--- config.mk ---
export PLATFORM = sky130hd
export DESIGN_NAME = pipe_hazard_ctrl
export DESIGN_NICKNAME = d
export VERILOG_FILES = /design/src/rtl/pipe_hazard_ctrl.sv
export SDC_FILE = /design/constraint.sdc
export NUM_CORES = 1
export LEC_CHECK = 0
export ABC_AREA = 1
export CORE_ASPECT_RATIO = 0.6
export CORE_MARGIN = 1
export CORE_UTILIZATION = 30
export CTS_BUF_LIST = sky130_fd_sc_hd__clkbuf_16
export DETAILED_ROUTE_END_ITERATION = 12
export MAX_ROUTING_LAYER = met4
export SETUP_SLACK_MARGIN = 0.5
export SYNTH_ARGS = -nofsm -noshare
export SYNTH_HDL_FRONTEND = slang
export SYNTH_SLANG_ARGS = --single-unit
--- constraint.sdc ---
create_clock -name clk -period 1.8 [get_ports clk]
set_clock_uncertainty 0.2 [all_clocks]
set_input_delay 0.36 -clock clk [delete_from_list [all_inputs] [get_ports clk]]
set_output_delay 0.36 -clock clk [all_outputs]
set_load 0.03 [all_outputs]
--- src/rtl/pipe_hazard_ctrl.sv ---
// Hazard/sequencing controller for the 5-stage MIPS pipeline: stall, flush, forwarding, mult/div tracking.
// Define HAZ_FORWARDING_EN to enable EX-stage forwarding; otherwise dependent instructions stall.
module pipe_hazard_ctrl #(
  parameter int REG_AW = 5,
  parameter int MD_LAT = 8,
  parameter int CNT_W  = 16
) (
  input  logic              clk,
  input  logic              rst,
  input  logic [REG_AW-1:0] id_rs,
  input  logic [REG_AW-1:0] id_rt,
  input  logic              id_uses_rs,
  input  logic              id_uses_rt,
  input  logic              id_is_md,
  input  logic              id_reads_hilo,
  input  logic [REG_AW-1:0] ex_rs,
  input  logic [REG_AW-1:0] ex_rt,
  input  logic [REG_AW-1:0] ex_rd,
  input  logic              ex_reg_write,
  input  logic              ex_mem_read,
  input  logic              ex_branch_taken,
  input  logic [REG_AW-1:0] mem_rd,
  input  logic              mem_reg_write,
  input  logic [REG_AW-1:0] wb_rd,
  input  logic              wb_reg_write,
  output logic              pc_write,
  output logic              ifid_write,
  output logic              ifid_flush,
  output logic              idex_bubble,
  output logic [1:0]        fwd_a,
  output logic [1:0]        fwd_b,
  output logic              md_busy,
  output logic [CNT_W-1:0]  stall_cnt
);

  localparam int MDW = (MD_LAT < 2) ? 1 : $clog2(MD_LAT + 1);

  typedef enum logic {RUN, MD_WAIT} md_state_e;

  md_state_e        state_q, state_d;
  logic [MDW-1:0]   md_cnt_q, md_cnt_d;
  logic [CNT_W-1:0] stall_cnt_q, stall_cnt_d;

  logic       raw_stall, md_stall, stall, md_issue;
  logic [1:0] fwd_a_raw, fwd_b_raw;

  // $zero is hardwired, so a producer targeting r0 never creates a dependency.
  function automatic logic hit(input logic we, input logic [REG_AW-1:0] rd,
                               input logic [REG_AW-1:0] src);
    return we && (rd == src) && (rd != '0);
  endfunction

`ifdef HAZ_FORWARDING_EN
  always_comb begin
    fwd_a_raw = 2'b00;
    fwd_b_raw = 2'b00;
    if (hit(mem_reg_write, mem_rd, ex_rs))     fwd_a_raw = 2'b10;
    else if (hit(wb_reg_write, wb_rd, ex_rs))  fwd_a_raw = 2'b01;
    if (hit(mem_reg_write, mem_rd, ex_rt))     fwd_b_raw = 2'b10;
    else if (hit(wb_reg_write, wb_rd, ex_rt))  fwd_b_raw = 2'b01;
    raw_stall = ex_mem_read &&
                ((id_uses_rs && hit(ex_reg_write, ex_rd, id_rs)) ||
                 (id_uses_rt && hit(ex_reg_write, ex_rd, id_rt)));
  end
`else
  // WB is never a hazard here: the regfile writes before it is read in the same cycle.
  logic unused_fwd_inputs;
  assign unused_fwd_inputs = ^{ex_rs, ex_rt, wb_rd, wb_reg_write, ex_mem_read};

  always_comb begin
    fwd_a_raw = 2'b00;
    fwd_b_raw = 2'b00;
    raw_stall = (id_uses_rs && (hit(ex_reg_write, ex_rd, id_rs) ||
                                hit(mem_reg_write, mem_rd, id_rs))) ||
                (id_uses_rt && (hit(ex_reg_write, ex_rd, id_rt) ||
                                hit(mem_reg_write, mem_rd, id_rt)));
  end
`endif

  assign md_busy  = (state_q == MD_WAIT);
  assign md_stall = md_busy && (id_is_md || id_reads_hilo);
  assign stall    = raw_stall || md_stall;
  assign md_issue = id_is_md && !stall && !ex_branch_taken;

  // A taken branch squashes the stalled ID instruction, so it wins over any stall.
  always_comb begin
    pc_write    = 1'b1;
    ifid_write  = 1'b1;
    ifid_flush  = 1'b0;
    idex_bubble = 1'b0;
    fwd_a       = fwd_a_raw;
    fwd_b       = fwd_b_raw;
    if (rst) begin
      pc_write    = 1'b0;
      ifid_write  = 1'b0;
      ifid_flush  = 1'b1;
      idex_bubble = 1'b1;
      fwd_a       = 2'b00;
      fwd_b       = 2'b00;
    end else if (ex_branch_taken) begin
      ifid_flush  = 1'b1;
      idex_bubble = 1'b1;
    end else if (stall) begin
      pc_write    = 1'b0;
      ifid_write  = 1'b0;
      idex_bubble = 1'b1;
    end
  end

  always_comb begin
    state_d  = state_q;
    md_cnt_d = md_cnt_q;
    case (state_q)
      RUN: begin
        if (md_issue) begin
          state_d  = MD_WAIT;
          md_cnt_d = MDW'(MD_LAT);
        end
      end
      MD_WAIT: begin
        md_cnt_d = md_cnt_q - MDW'(1);
        if (md_cnt_q == MDW'(1)) state_d = RUN;
      end
      default: state_d = RUN;
    endcase
  end

  always_comb begin
    stall_cnt_d = stall_cnt_q;
    if (!pc_write && (stall_cnt_q != '1)) stall_cnt_d = stall_cnt_q + CNT_W'(1);
  end

  assign stall_cnt = stall_cnt_q;

  always_ff @(posedge clk) begin
    if (rst) begin
      state_q     <= RUN;
      md_cnt_q    <= '0;
      stall_cnt_q <= '0;
    end else begin
      state_q     <= state_d;
      md_cnt_q    <= md_cnt_d;
      stall_cnt_q <= stall_cnt_d;
    end
  end

endmodule

## After elaboration in Yosys (flattened, before gate mapping)

Index checks and enable logic that the tools add are counted.

- $add $sub $neg: 2
- Eq/ne operators: 7
- Muxes and demuxes: 13
- Bitwise operators: 1
- Reduce and logical (&&, ||, !) cells: 24

Operators by type and width:

| kind | number |
|---|---|
| $eq A5 B5 Y1 | 4 |
| $add A16 B1 Y16 const B | 1 |
| $ne A16 B16 Y1 const B | 1 |
| $logic_and A1 B1 Y1 | 14 |
| $mux W1 | 10 |
| $reduce_bool A5 Y1 | 2 |
| $pmux W4 S2 | 1 |
| $logic_or A1 B1 Y1 | 5 |
| $eq A4 B1 Y1 const B | 1 |
| $mux W4 | 1 |
| $sub A4 B1 Y4 const B | 1 |
| $logic_not A1 Y1 | 3 |
| $ne A2 B2 Y1 const B | 1 |
| $pmux W1 S2 | 1 |
| $not A1 Y1 | 1 |

- Bits in registers: 21
- Word-level logic and storage cells: 50

## Longest topological paths before layout

Gate-level depths: netlist of the first run.

- Depth in word-level cells: 12
- Mapped depth: 16
- Gate-level depth less buffers: 16

## Worst setup path before layout of the first run

OpenSTA, ideal clock, no wires.

- Path kind: input to output
- Start point: input mem_rd[1]
- End point: output pc_write
- Data arrival time: 1.620 ns
- Path slack: -0.380 ns
- Cell stages on the path: 13
- Buffers on the path: 2
- Path through: inv_1 nand2_1 nor2_1 nor2_1 nand2_1 nand2_1 nand2_2 nand3_4 nand2_4 buf_6 nand2_4 inv_1 buf_4

- Word-level cells in the longest chain between the ends: 10
- Elaborated cells on any way between the ends: 16
- Those cells by class: 2 x eq/ne; 3 x mux; 11 x reduce/logical

Ends and longest elaborated chain:

| what | RTL line | source |
|---|---|---|
| start, declared | 22 | `input logic [REG_AW-1:0] mem_rd,` |
| $eq A5 B5 Y1 | 50 | `return we && (rd == src) && (rd != '0);` |
| $logic_and A1 B1 Y1 (2 in series) | 50 |  |
| $logic_or A1 B1 Y1 (on tied branches) | 73, 75 |  |
| $logic_and A1 B1 Y1 (on tied branches) | 73, 75 |  |
| $logic_or A1 B1 Y1 * | 74 | `hit(mem_reg_write, mem_rd, id_rs))) \|\|` |
| $logic_or A1 B1 Y1 * | 82 | `assign stall = raw_stall \|\| md_stall;` |
| $mux W1 * (3 in series) | n/a |  |
| end, declared | 26 | `output logic pc_write,` |

Mark *: on every way between the ends. The rest lies on a longest branch, timed or not.

## Worst setup path in the final report of the first run

- Start point: input id_rs[3]
- End point: output pc_write

- Word-level cells in the longest chain between the ends: 10
- Elaborated cells on any way between the ends: 13
- Those cells by class: 2 x eq/ne; 3 x mux; 8 x reduce/logical

Ends and longest elaborated chain:

| what | RTL line | source |
|---|---|---|
| start, declared | 10 | `input logic [REG_AW-1:0] id_rs,` |
| $eq A5 B5 Y1 | 50 |  |
| $logic_and A1 B1 Y1 (2 in series) | 50 |  |
| $logic_or A1 B1 Y1 * | 73 | `raw_stall = (id_uses_rs && (hit(ex_reg_write, ex_rd, id_rs) \|\|` |
| $logic_and A1 B1 Y1 * | 73 |  |
| $logic_or A1 B1 Y1 * | 74 |  |
| $logic_or A1 B1 Y1 * | 82 |  |
| $mux W1 * | 103 | `end else if (stall) begin` |
| $mux W1 * | 100 | `end else if (ex_branch_taken) begin` |
| $mux W1 * | 93 | `if (rst) begin` |

Marks and branches as above.

==> flow_summary.json, run 1 <==
{
  "synthMostInstantiatedCell": "nand2_1",
  "r2r_start": "stall_cnt[5]",
  "worstPathCellList": "buf_2, inv_8, nand2_1, nand3_2, nor2_1, nand3_1, nand2_2, nand2_2, nand3_4, buf_6, nand2_4, nand2_4, clkinvlp_4, buf_6",
  "cts_root_buffer": "clkbuf_16",
  "synth-async-reset-ratio": 0,
  "min_period_ns": 2.16,
  "grt_pass1_vias": 1732,
  "hpwl_microns": 4100,
  "fmax_mhz": 463,
  "ys.flop_type": "dfxtp_1",
  "netlist_instances": 291,
  "sw_frac_of_total": 0.307,
  "diodes": 0,
  "seq_area_sq_um": 472,
  "die_w_microns": 101,
  "powerDensity_nw_per_um2": 459,
  "synthDominantCellAreaShare": 0.241,
  "hold_depth": 1,
  "drtPass1Iterations": 8,
  "synth_simple_gate_area_share": 0.489,
  "numCtsBuffers": 3,
  "syn_area_sq_um": 1750,
  "worst_path_max_delay_cell": "buf_2",
  "grt_max_degree": 19,
  "critPathLaunchType": "primary input",
  "rsz0062_at_grt": "yes",
  "viasPerCell": 4.45,
  "pin_count": 71,
  "dp_slack_ns": -1.20,
  "intPower_w": 0.000986,
  "synth-compound-area-share": 0.0795,
  "worst-path-buf-inv": 5,
  "p_sw_w": 0.000438,
  "ys_seq_elements": 21,
  "synthTopCellsByArea": "dfxtp_1 (24%), nand2_1 (20%), inv_1 (8.8%), nor2_1 (8.2%), nand3_1 (7.2%)",
  "ys_types": 35,
  "cp_max_fo": 3,
  "hold_class": "flip-flop to flip-flop",
  "drive_gt1_frac": 0.535,
  "setup.worst_path.end_class": "output pin",
  "min_period_over_period": 1.20,
  "nNetsFinal": 420,
  "htree_levels": 1,
  "clock_sinks": 21,
  "crit_family": "simple AND/OR/NAND/NOR gates",
  "holdPathEnd": "md_cnt_q[0]",
  "drt-wirelength-per-cell_microns": 12.1,
  "ys_seq_area_frac": 0.241,
  "yosysTopAreaCell": "dfxtp_1",
  "vias": 2003,
  "final-setup-viol-count": 15,
  "synth-xor-area-share": 0.0201,
  "reg2reg_depth": 10,
  "grt-busiest-layer": "met1",
  "grt.met1_usage": 0.283,
  "max_stage_delay_ns": 0.17,
  "start_util": 0.312,
  "core_area_sq_um": 5600,
  "die_h_microns": 61.1,
  "synth_mux_area_frac": 0,
  "fin_tns_setup_ns": -1.98,
  "drtAntennaViolNets": 0,
  "arrival_ns": 1.60,
  "synth_edf_count": 0,
  "clk_transition_reported_paths_ns": 0.06,
  "hold_viol_final": 0,
  "yosysWarnings": 0,
  "drc": 1,
  "crit_type": "primary input to output pin",
  "cts_tree": "yes",
  "violations": "DRC, setup timing",
  "gp_congestion": 0.901,
  "required_ns": 1.24,
  "hp-start": "md_cnt_q[0]",
  "maxCapViolCount": 0,
  "grt_first_pass_wirelength_microns": 8400,
  "synthAdderAreaFrac": 0.0215,
  "avgSynthCellArea_sq_um": 6.00,
  "pwr-share-clk": 0.339,
  "multi_input_area_sq_um": 1380,
  "outcome": "finished, violations left",
  "synthTopCellsByCount": "nand2_1 (92), inv_1 (41), nor2_1 (38)",
  "reg2reg_slack_ns": -0.03,
  "synth_top_family_by_area": "simple AND/OR/NAND/NOR gates",
  "peakVddDrop_v": 0.000316,
  "portBuffers": 49,
  "clockBufferDepth": 2,
  "fp-row-count": 21,
  "gr-total-overflow": 0,
  "seqPwrFrac": 0.339,
  "r2r-end": "stall_cnt[11]",
  "drt_iter0_drc": 116,
  "grt_usage": 0.186,
  "grt_use_met2": 0.252,
  "clock_insertion_delay_worst_skew_ns": 0.26,
  "area_growth_pct": 77.7,
  "report.final.slew_viol_count": 0,
  "leakage_nw": 1.51,
  "share_comb_of_total_power": 0.322,
  "dieArea_sq_um": 6140,
  "drt_wl_total_microns": 5470,
  "antenna_found_initial": 0,
  "setup_ws_ns": -0.361,
  "use_met3": 0.0363,
  "nFillCells": 523
}
## timing repair
action | 4_1_cts | 5_1_grt
pin swaps | 39 | 31
hold buffers | 0 | 0
gates resized for setup | 283 | 72
endpoints found under the setup margin | 42 | 42
setup buffers | 6 | 3
## power groups by stage
stage,combinational (W),sequential (W),clock [W]
3_3_place_gp,0.000355,0.000498,0
3_5_place_dp,0.000357,0.000498,0
4_1_cts,0.000395,0.000487,0.000500
6_report,0.000458,0.000483,0.000483
2_1_floorplan,0.000192,0.000510,0
5_1_grt,0.000492,0.000485,0.000520
## worst max path at each step
stage	from	endpoint	slack (ns)	cells past startpoint
final	id_rs[3]	pc_write	-0.36	14
after floorplan	id_rs[3]	pc_write	-0.30	15
after global routing	ex_reg_write	ifid_write	-0.44	13
after global placement	id_rs[0]	idex_bubble	-1.31	10
after detailed placement	id_rs[0]	idex_bubble	-1.20	10
after CTS	id_rs[2]	pc_write	-0.34	14
## state kept, by name, indices dropped and copies added (netlist names)
register / flops
stall_cnt: 16
md_cnt_q: 4
md_busy: 1
## layout by cell type (no fill, tap or decap), types with 3 or more instances in the layout
cell       count
a21oi_2        6
inv_4          9
nand3_1       17
inv_1         26
nor2_2         7
nand2_4        7
buf_8          5
dfxtp_2        5
buf_4         22
o21ai_1        6
conb_1         4
inv_6          3
buf_6         44
clkbuf_16      3
inv_2          8
nand2_1       70
nor2_4         3
nand3_2        9
dfxtp_1        4
buf_2          4
nor2_1        29
nand2_2       22
dfxtp_4       12
nand4_1        3
nor3_4         5
xnor2_2        3
a21oi_1        3
## metal layers
metal	vias to the layer above	share of wire	routed length, microns
met1	892	0.54	2950
met3	2	0.044	241
met2	44	0.41	2260
li1	1065	-	-
met4	0	0.0035	19
met5	-	0	0
## cell type report
cell class / instances / share of cell area
multi-input cells: 215 / 0.443
clock buffers: 3 / 0.0242
repair buffers: 81 / 0.266
well taps: 80 / 0.0322
flip-flops and latches: 21 / 0.152
inverters: 49 / 0.0806
clock inverters: 1 / 0.00202
## through the flow
stage / total power, W / utilization / std cells / hold slack (ns) / instance area (sq um)
2_1_floorplan: 0.000702 / - / 294 / 0.254 / 1940
3_3_place_gp: 0.000853 / 0.468 / 437 / 0.270 / 2620
3_5_place_dp: 0.000855 / 0.468 / 437 / 0.281 / 2620
4_1_cts: 0.00138 / 0.509 / 447 / 0.290 / 2850
5_1_grt: 0.00150 / 0.555 / 450 / 0.311 / 3100
6_report: 0.00142 / 0.555 / 450 / 0.295 / 3100
## cells by family (layout without fill, tap and decap cells)
kind of cell             Yosys count  in the layout
AO/OA/AOI/OAI                     23             23
XOR/XNOR                           4              4
adder cells (fa/ha/maj)            3              3
buffers and inverters             58            134
flip-flops                        21             21
other                              1              4
AND/OR/NAND/NOR                  181            181
Power figures use the tool's default switching activity.
==> run 2, diff against run 1 <==
--- a/config.mk
+++ b/config.mk
@@ -7,9 +7,10 @@
 export LEC_CHECK = 0
 export ABC_AREA = 1
 export CORE_ASPECT_RATIO = 0.6
-export CORE_MARGIN = 1
+export CORE_MARGIN = 4
 export CORE_UTILIZATION = 30
 export CTS_BUF_LIST = sky130_fd_sc_hd__clkbuf_16
+export CTS_CLUSTER_SIZE = 30
 export DETAILED_ROUTE_END_ITERATION = 12
 export MAX_ROUTING_LAYER = met4
 export SETUP_SLACK_MARGIN = 0.5
==> run 2 against run 1 <==
Effect of this change: the flow finishes with violations (setup timing); register-to-register slack about the same; count of clock-buffer cells in the layout unchanged; final cell count rose by 2.2%; routed wire length increased by 13%; die area increased by 16%; sequential cell count did not move; global-route usage decreased by 0.36 points; via count rose by 4.9%; non-clock buffer count is 7 higher.
==> flow_summary.json, run 2 (synthesis gave the netlist of run 1 again) <==
{
  "outcome": "finished, violations left",
  "violations": "setup timing",
  "vias": 2102,
  "drtAntennaViolNets": 0,
  "endpoint": "ifid_write",
  "critPathLaunchType": "primary input",
  "grt_pass1_vias": 2053,
  "hpwl_microns": 4210,
  "powerDensity_nw_per_um2": 452,
  "share_comb_of_total_power": 0.342,
  "fp-row-count": 21,
  "core_area_sq_um": 5600,
  "grt_first_pass_wirelength_microns": 10000,
  "post_dp_cell_area_sq_um": 2640,
  "report.final.slew_viol_count": 0,
  "diodes": 0,
  "hp-start": "rst",
  "antenna_found_initial": 0,
  "drt_iter0_drc": 145,
  "clockBufferDepth": 2,
  "clock_sinks": 21,
  "max_stage_delay_ns": 0.16,
  "min_period_over_period": 1.20,
  "clock_insertion_delay_worst_skew_ns": 0.26,
  "die_w_microns": 107,
  "drt-wirelength-per-cell_microns": 13.5,
  "hold_class": "primary input to flip-flop",
  "htree_levels": 1,
  "viasPerCell": 4.57,
  "min_period_ns": 2.15,
  "reg2reg_depth": 7,
  "portBuffers": 49,
  "cp_max_fo": 3,
  "die_h_microns": 67.1,
  "crit_type": "primary input to output pin",
  "worst_path_max_delay_cell": "clkbuf_4",
  "seqPwrFrac": 0.327,
  "leakage_nw": 1.56,
  "sw_frac_of_total": 0.313,
  "intPower_w": 0.00100,
  "drtPass1Iterations": 4,
  "setup_ws_ns": -0.352,
  "required_ns": 1.24,
  "arrival_ns": 1.59,
  "peakVddDrop_v": 0.000369,
  "fin_tns_setup_ns": -3.74,
  "numCtsBuffers": 3,
  "hold_viol_final": 0,
  "pin_count": 71,
  "final_area_sq_um": 3230,
  "r2r-end": "stall_cnt[15]",
  "maxCapViolCount": 0,
  "clk_transition_reported_paths_ns": 0.06,
  "worstPathCellList": "clkbuf_4, nand2_1, nand3_1, nor2_1, nand3_1, nand2_1, nand2_2, nand3_4, buf_6, nand2_4, nand2_4, clkinvlp_4, buf_6",
  "p_sw_w": 0.000457,
  "nNetsFinal": 430,
  "largest_register_ffs": 16,
  "grt_max_degree": 17,
  "grt_usage": 0.182,
  "layout_commonest_cell": "nand2_1",
  "final_cell_mix": "nand2_1 (67), buf_6 (46), nor2_1 (29)",
  "start_util": 0.312,
  "pwr-share-clk": 0.330,
  "reg2reg_slack_ns": -0.03,
  "gp_congestion": 0.953,
  "setup.worst_path.end_class": "output pin",
  "crit_start": "id_rs[3]",
  "drc": 0,
  "dieArea_sq_um": 7150,
  "cts_root_buffer": "clkbuf_16",
  "cts_tree": "yes",
  "fmax_mhz": 465,
  "drt_wl_total_microns": 6200,
  "gr-total-overflow": 0,
  "r2r_start": "stall_cnt[5]",
  "drive_gt1_frac": 0.563,
  "rsz0062_at_grt": "yes",
  "area_growth_pct": 85.1,
  "final-setup-viol-count": 18
}
==> run 2: cell count changes in the layout (fill, tap and decap cells not counted), sizes merged <==
cell           delta
clkinv            +4
dlygate4sd2       +1
inv               -1
clkdlybuf4s50     +1
buf               +7
dlymetal6s2s      -2
==> run 2: worst min path at each step <==
| stage | to | slack (ns) | depth (start not counted) |
|---|---|---|---|
| 2_1_floorplan | md_cnt_q[0] | 0.25 | 1 |
| 3_3_place_gp | md_cnt_q[0] | 0.27 | 1 |
| 3_5_place_dp | md_cnt_q[0] | 0.29 | 1 |
| 5_1_grt | md_busy | 0.31 | 3 |
| 6_report | md_busy | 0.29 | 3 |
| 4_1_cts | md_busy | 0.27 | 3 |
==> run 2: layout make-up <==
class                      count  area, sq um
clock buffer                   3         75.1
sequential                    21          474
timing repair inverter         3         41.3
clock inverter                 1         5.00
inverter                      49          245
fill                         515         2360
multi-input combinational    215         1390
timing repair buffer          88          900
tap                           80          100
==> run 2: what timing repair did <==
| action | 4_1_cts | 5_1_grt |
|---|---|---|
| cloned | 4 | 0 |
| hold buffers | 0 | 0 |
| gates resized for setup | 324 | 39 |
| pin swaps | 50 | 22 |
| setup endpoints to repair | 42 | 42 |
| setup buffers | 7 | 6 |
==> run 2: through the flow <==
| step | total power, W | worst slack, ns | hold slack (ns) | util | instances |
|---|---|---|---|---|---|
| after global placement | 0.000860 | -1.32 | 0.271 | 0.471 | 439 |
| after global routing | 0.00155 | -0.460 | 0.315 | 0.578 | 460 |
| after CTS | 0.00143 | -0.327 | 0.274 | 0.546 | 454 |
| final | 0.00146 | -0.352 | 0.287 | 0.578 | 460 |
| after detailed placement | 0.000862 | -1.22 | 0.286 | 0.471 | 439 |
| after floorplan | 0.000702 | -0.301 | 0.254 | - | 294 |
==> run 2: per-layer routing <==
metal  global-route usage  up-vias  wire length, microns
li1                     -     1082                     -
met1                0.263      948                  3090
met2                0.264       64                  2630
met3               0.0368        8                   400
met4               0.0351        0                    78
met5                    -        -                     0
==> run 2: critical path: cells and delay by family <==
family | cells | cell delay, ns
buffers and inverters | 4 | 0.49
and+or+nand+nor | 9 | 0.74
==> run 2: power by group through the flow <==
| stage | Clock, W | Combinational, W | Sequential [W] |
|---|---|---|---|
| floorplan | 0 | 0.000192 | 0.000510 |
| finish | 0.000483 | 0.000500 | 0.000478 |
| global placement | 0 | 0.000365 | 0.000495 |
| CTS | 0.000496 | 0.000454 | 0.000481 |
| global route | 0.000522 | 0.000545 | 0.000481 |
| detailed placement | 0 | 0.000366 | 0.000496 |
==> run 3, diff against run 2 <==
==> constraint.sdc (replaced) <==
create_clock -name clk -period 1.7 [get_ports clk]
set_clock_uncertainty 0.2 [all_clocks]
set_input_delay 0.34 -clock clk [delete_from_list [all_inputs] [get_ports clk]]
set_output_delay 0.34 -clock clk [all_outputs]
set_load 0.03 [all_outputs]
==> run 3 against run 2 <==
Effect of this change: the run still ends with setup timing left; hold slack got worse by 0.011 ns; worst setup slack worse by 0.071 ns; critical path depth grew 1; count of clock-buffer cells in the layout stayed put; cell area fell by 1.2%; total power rose by 2.7%; combinational power decreased by 2%; non-clock buffer count grew 8; highest routed layer unchanged; sequential power is 6.1% higher; routed wire length down 4.8%; register-to-register slack worse by 0.10 ns.
==> flow_summary.json, run 3 (synthesis gave the netlist of run 1 again) <==
{
  "rsz0062_at_grt": "yes",
  "htree_levels": 1,
  "drt_iter0_drc": 103,
  "die_w_microns": 107,
  "nFillCells": 504,
  "worst_path_max_delay_cell": "buf_6",
  "hp-start": "rst",
  "finalPower_w": 0.00150,
  "drc": 0,
  "cp_max_fo": 2,
  "setup.worst_path.end_class": "output pin",
  "numCtsBuffers": 3,
  "violations": "setup timing",
  "report.final.slew_viol_count": 0,
  "fp-row-count": 21,
  "grt_usage": 0.166,
  "core_area_sq_um": 5600,
  "place_inst": 444,
  "antenna_found_initial": 0,
  "hold_viol_final": 0,
  "clock_sinks": 21,
  "cts_root_buffer": "clkbuf_16",
  "crit_top_cell": "buf_6",
  "start_util": 0.312,
  "max_stage_delay_ns": 0.14,
  "leakage_nw": 1.57,
  "area_growth_pct": 82.8,
  "clockBufferDepth": 2,
  "portBuffers": 49,
  "dieArea_sq_um": 7150,
  "arrival_ns": 1.58,
  "drive_gt1_frac": 0.539,
  "cts_tree": "yes",
  "powerDensity_nw_per_um2": 470,
  "drt_wl_total_microns": 5900,
  "clock_insertion_delay_worst_skew_ns": 0.26,
  "viasPerCell": 4.49,
  "clk_transition_reported_paths_ns": 0.06,
  "maxCapViolCount": 0,
  "drtPass1Iterations": 4,
  "min_period_ns": 2.12,
  "gp_congestion": 0.927,
  "layout_commonest_cell": "nand2_1",
  "crit_type": "primary input to output pin",
  "r2r_start": "stall_cnt[1]",
  "final-setup-viol-count": 24,
  "grt_max_degree": 17,
  "required_ns": 1.16,
  "vias": 2103,
  "min_period_over_period": 1.25,
  "hold_class": "primary input to flip-flop",
  "fin_cells": 468,
  "outcome": "finished, violations left",
  "drtAntennaViolNets": 0,
  "grt_first_pass_wirelength_microns": 9050,
  "drt-wirelength-per-cell_microns": 12.6,
  "peakVddDrop_v": 0.000351,
  "crit_start": "id_rs[2]",
  "hpwl_microns": 4270,
  "grt_pass1_vias": 1841,
  "largest_register_ffs": 16,
  "worst-path-buf-inv": 5,
  "crit_family": "simple AND/OR/NAND/NOR gates",
  "diodes": 0,
  "setup_ws_ns": -0.423,
  "die_h_microns": 67.1,
  "fmax_mhz": 471,
  "worstPathCellList": "buf_6, buf_6, xnor2_4, nand2_2, nor2_1, nand2_1, nand2_1, nand2_2, nand3_4, buf_6, nand2_4, nand2_4, clkinvlp_4, buf_6",
  "critPathLaunchType": "primary input",
  "nNetsFinal": 438,
  "final_cell_mix": "nand2_1 (76), buf_6 (39), buf_4 (38)",
  "gr-total-overflow": 0,
  "pin_count": 71
}
-- run 3: cell count changes in the layout (fill, tap and decap cells not counted), sizes merged --
cell    delta
buf        +7
clkbuf     +1
clkinv     -1
inv        +1
-- run 3: area by class of cell --
cell class	count	area, sq um	area share
clock inverters	1	3.75	0.00118
well taps	80	100	0.0313
inverters	49	230	0.0721
multi-input cells	215	1350	0.424
repair buffers	96	906	0.284
repair inverters	3	48.8	0.0153
flip-flops and latches	21	477	0.149
clock buffers	3	75.1	0.0235
-- run 3: repair_timing --
action | 4_1_cts | 5_1_grt
gates resized for setup | 288 | 42
cloned | 1 | 3
hold buffers | 0 | 0
pin swaps | 36 | 31
setup endpoints to repair | 42 | 42
setup buffers | 7 | 9
-- run 3: metal layers --
layer | global-route usage | up-vias | part of all wire
met4 | 0.0191 | 0 | 0.0058
li1 | - | 1099 | -
met3 | 0.0445 | 6 | 0.049
met5 | - | - | 0
met1 | 0.246 | 953 | 0.53
met2 | 0.229 | 45 | 0.41
-- run 3: where the power goes --
group | total (W) | internal, W | switching (W)
sequential | 0.000507 | 0.000490 | 0.0000165
combinational | 0.000492 | 0.000233 | 0.000259
clock | 0.000502 | 0.000314 | 0.000188
-- run 3: stage by stage --
stage	TNS, ns	cell area, sq um	setup slack (ns)	utilization	hold slack, ns
after floorplan	-1.54	1940	-0.361	-	0.254
after global placement	-21.37	2670	-1.34	0.478	0.283
after detailed placement	-20.13	2670	-1.25	0.478	0.284
after CTS	-3.20	2930	-0.386	0.524	0.270
after global routing	-8.64	3190	-0.510	0.571	0.298
final	-6.07	3190	-0.423	0.571	0.276
-- run 3: worst register-to-register path: stages, from the launching register on --
cell     delay, ns
dfxtp_4       0.38
ha_4          0.16
nand2_4       0.06
nor3_4        0.21
nand4_4       0.18
buf_4         0.19
nand4_1       0.14
nor2_1        0.07
nand2_1       0.05
nand2_1       0.04
nor2_1        0.08
-- run 3: path summary, 6_finish.rpt --
check	to	slack [ns]	cells past startpoint
worst max-delay path	pc_write	-0.42	14
worst min-delay path	md_cnt_q[1]	0.28	3
worst max register to register	stall_cnt[8]	-0.13	10
worst min register to register	md_cnt_q[0]	0.30	1
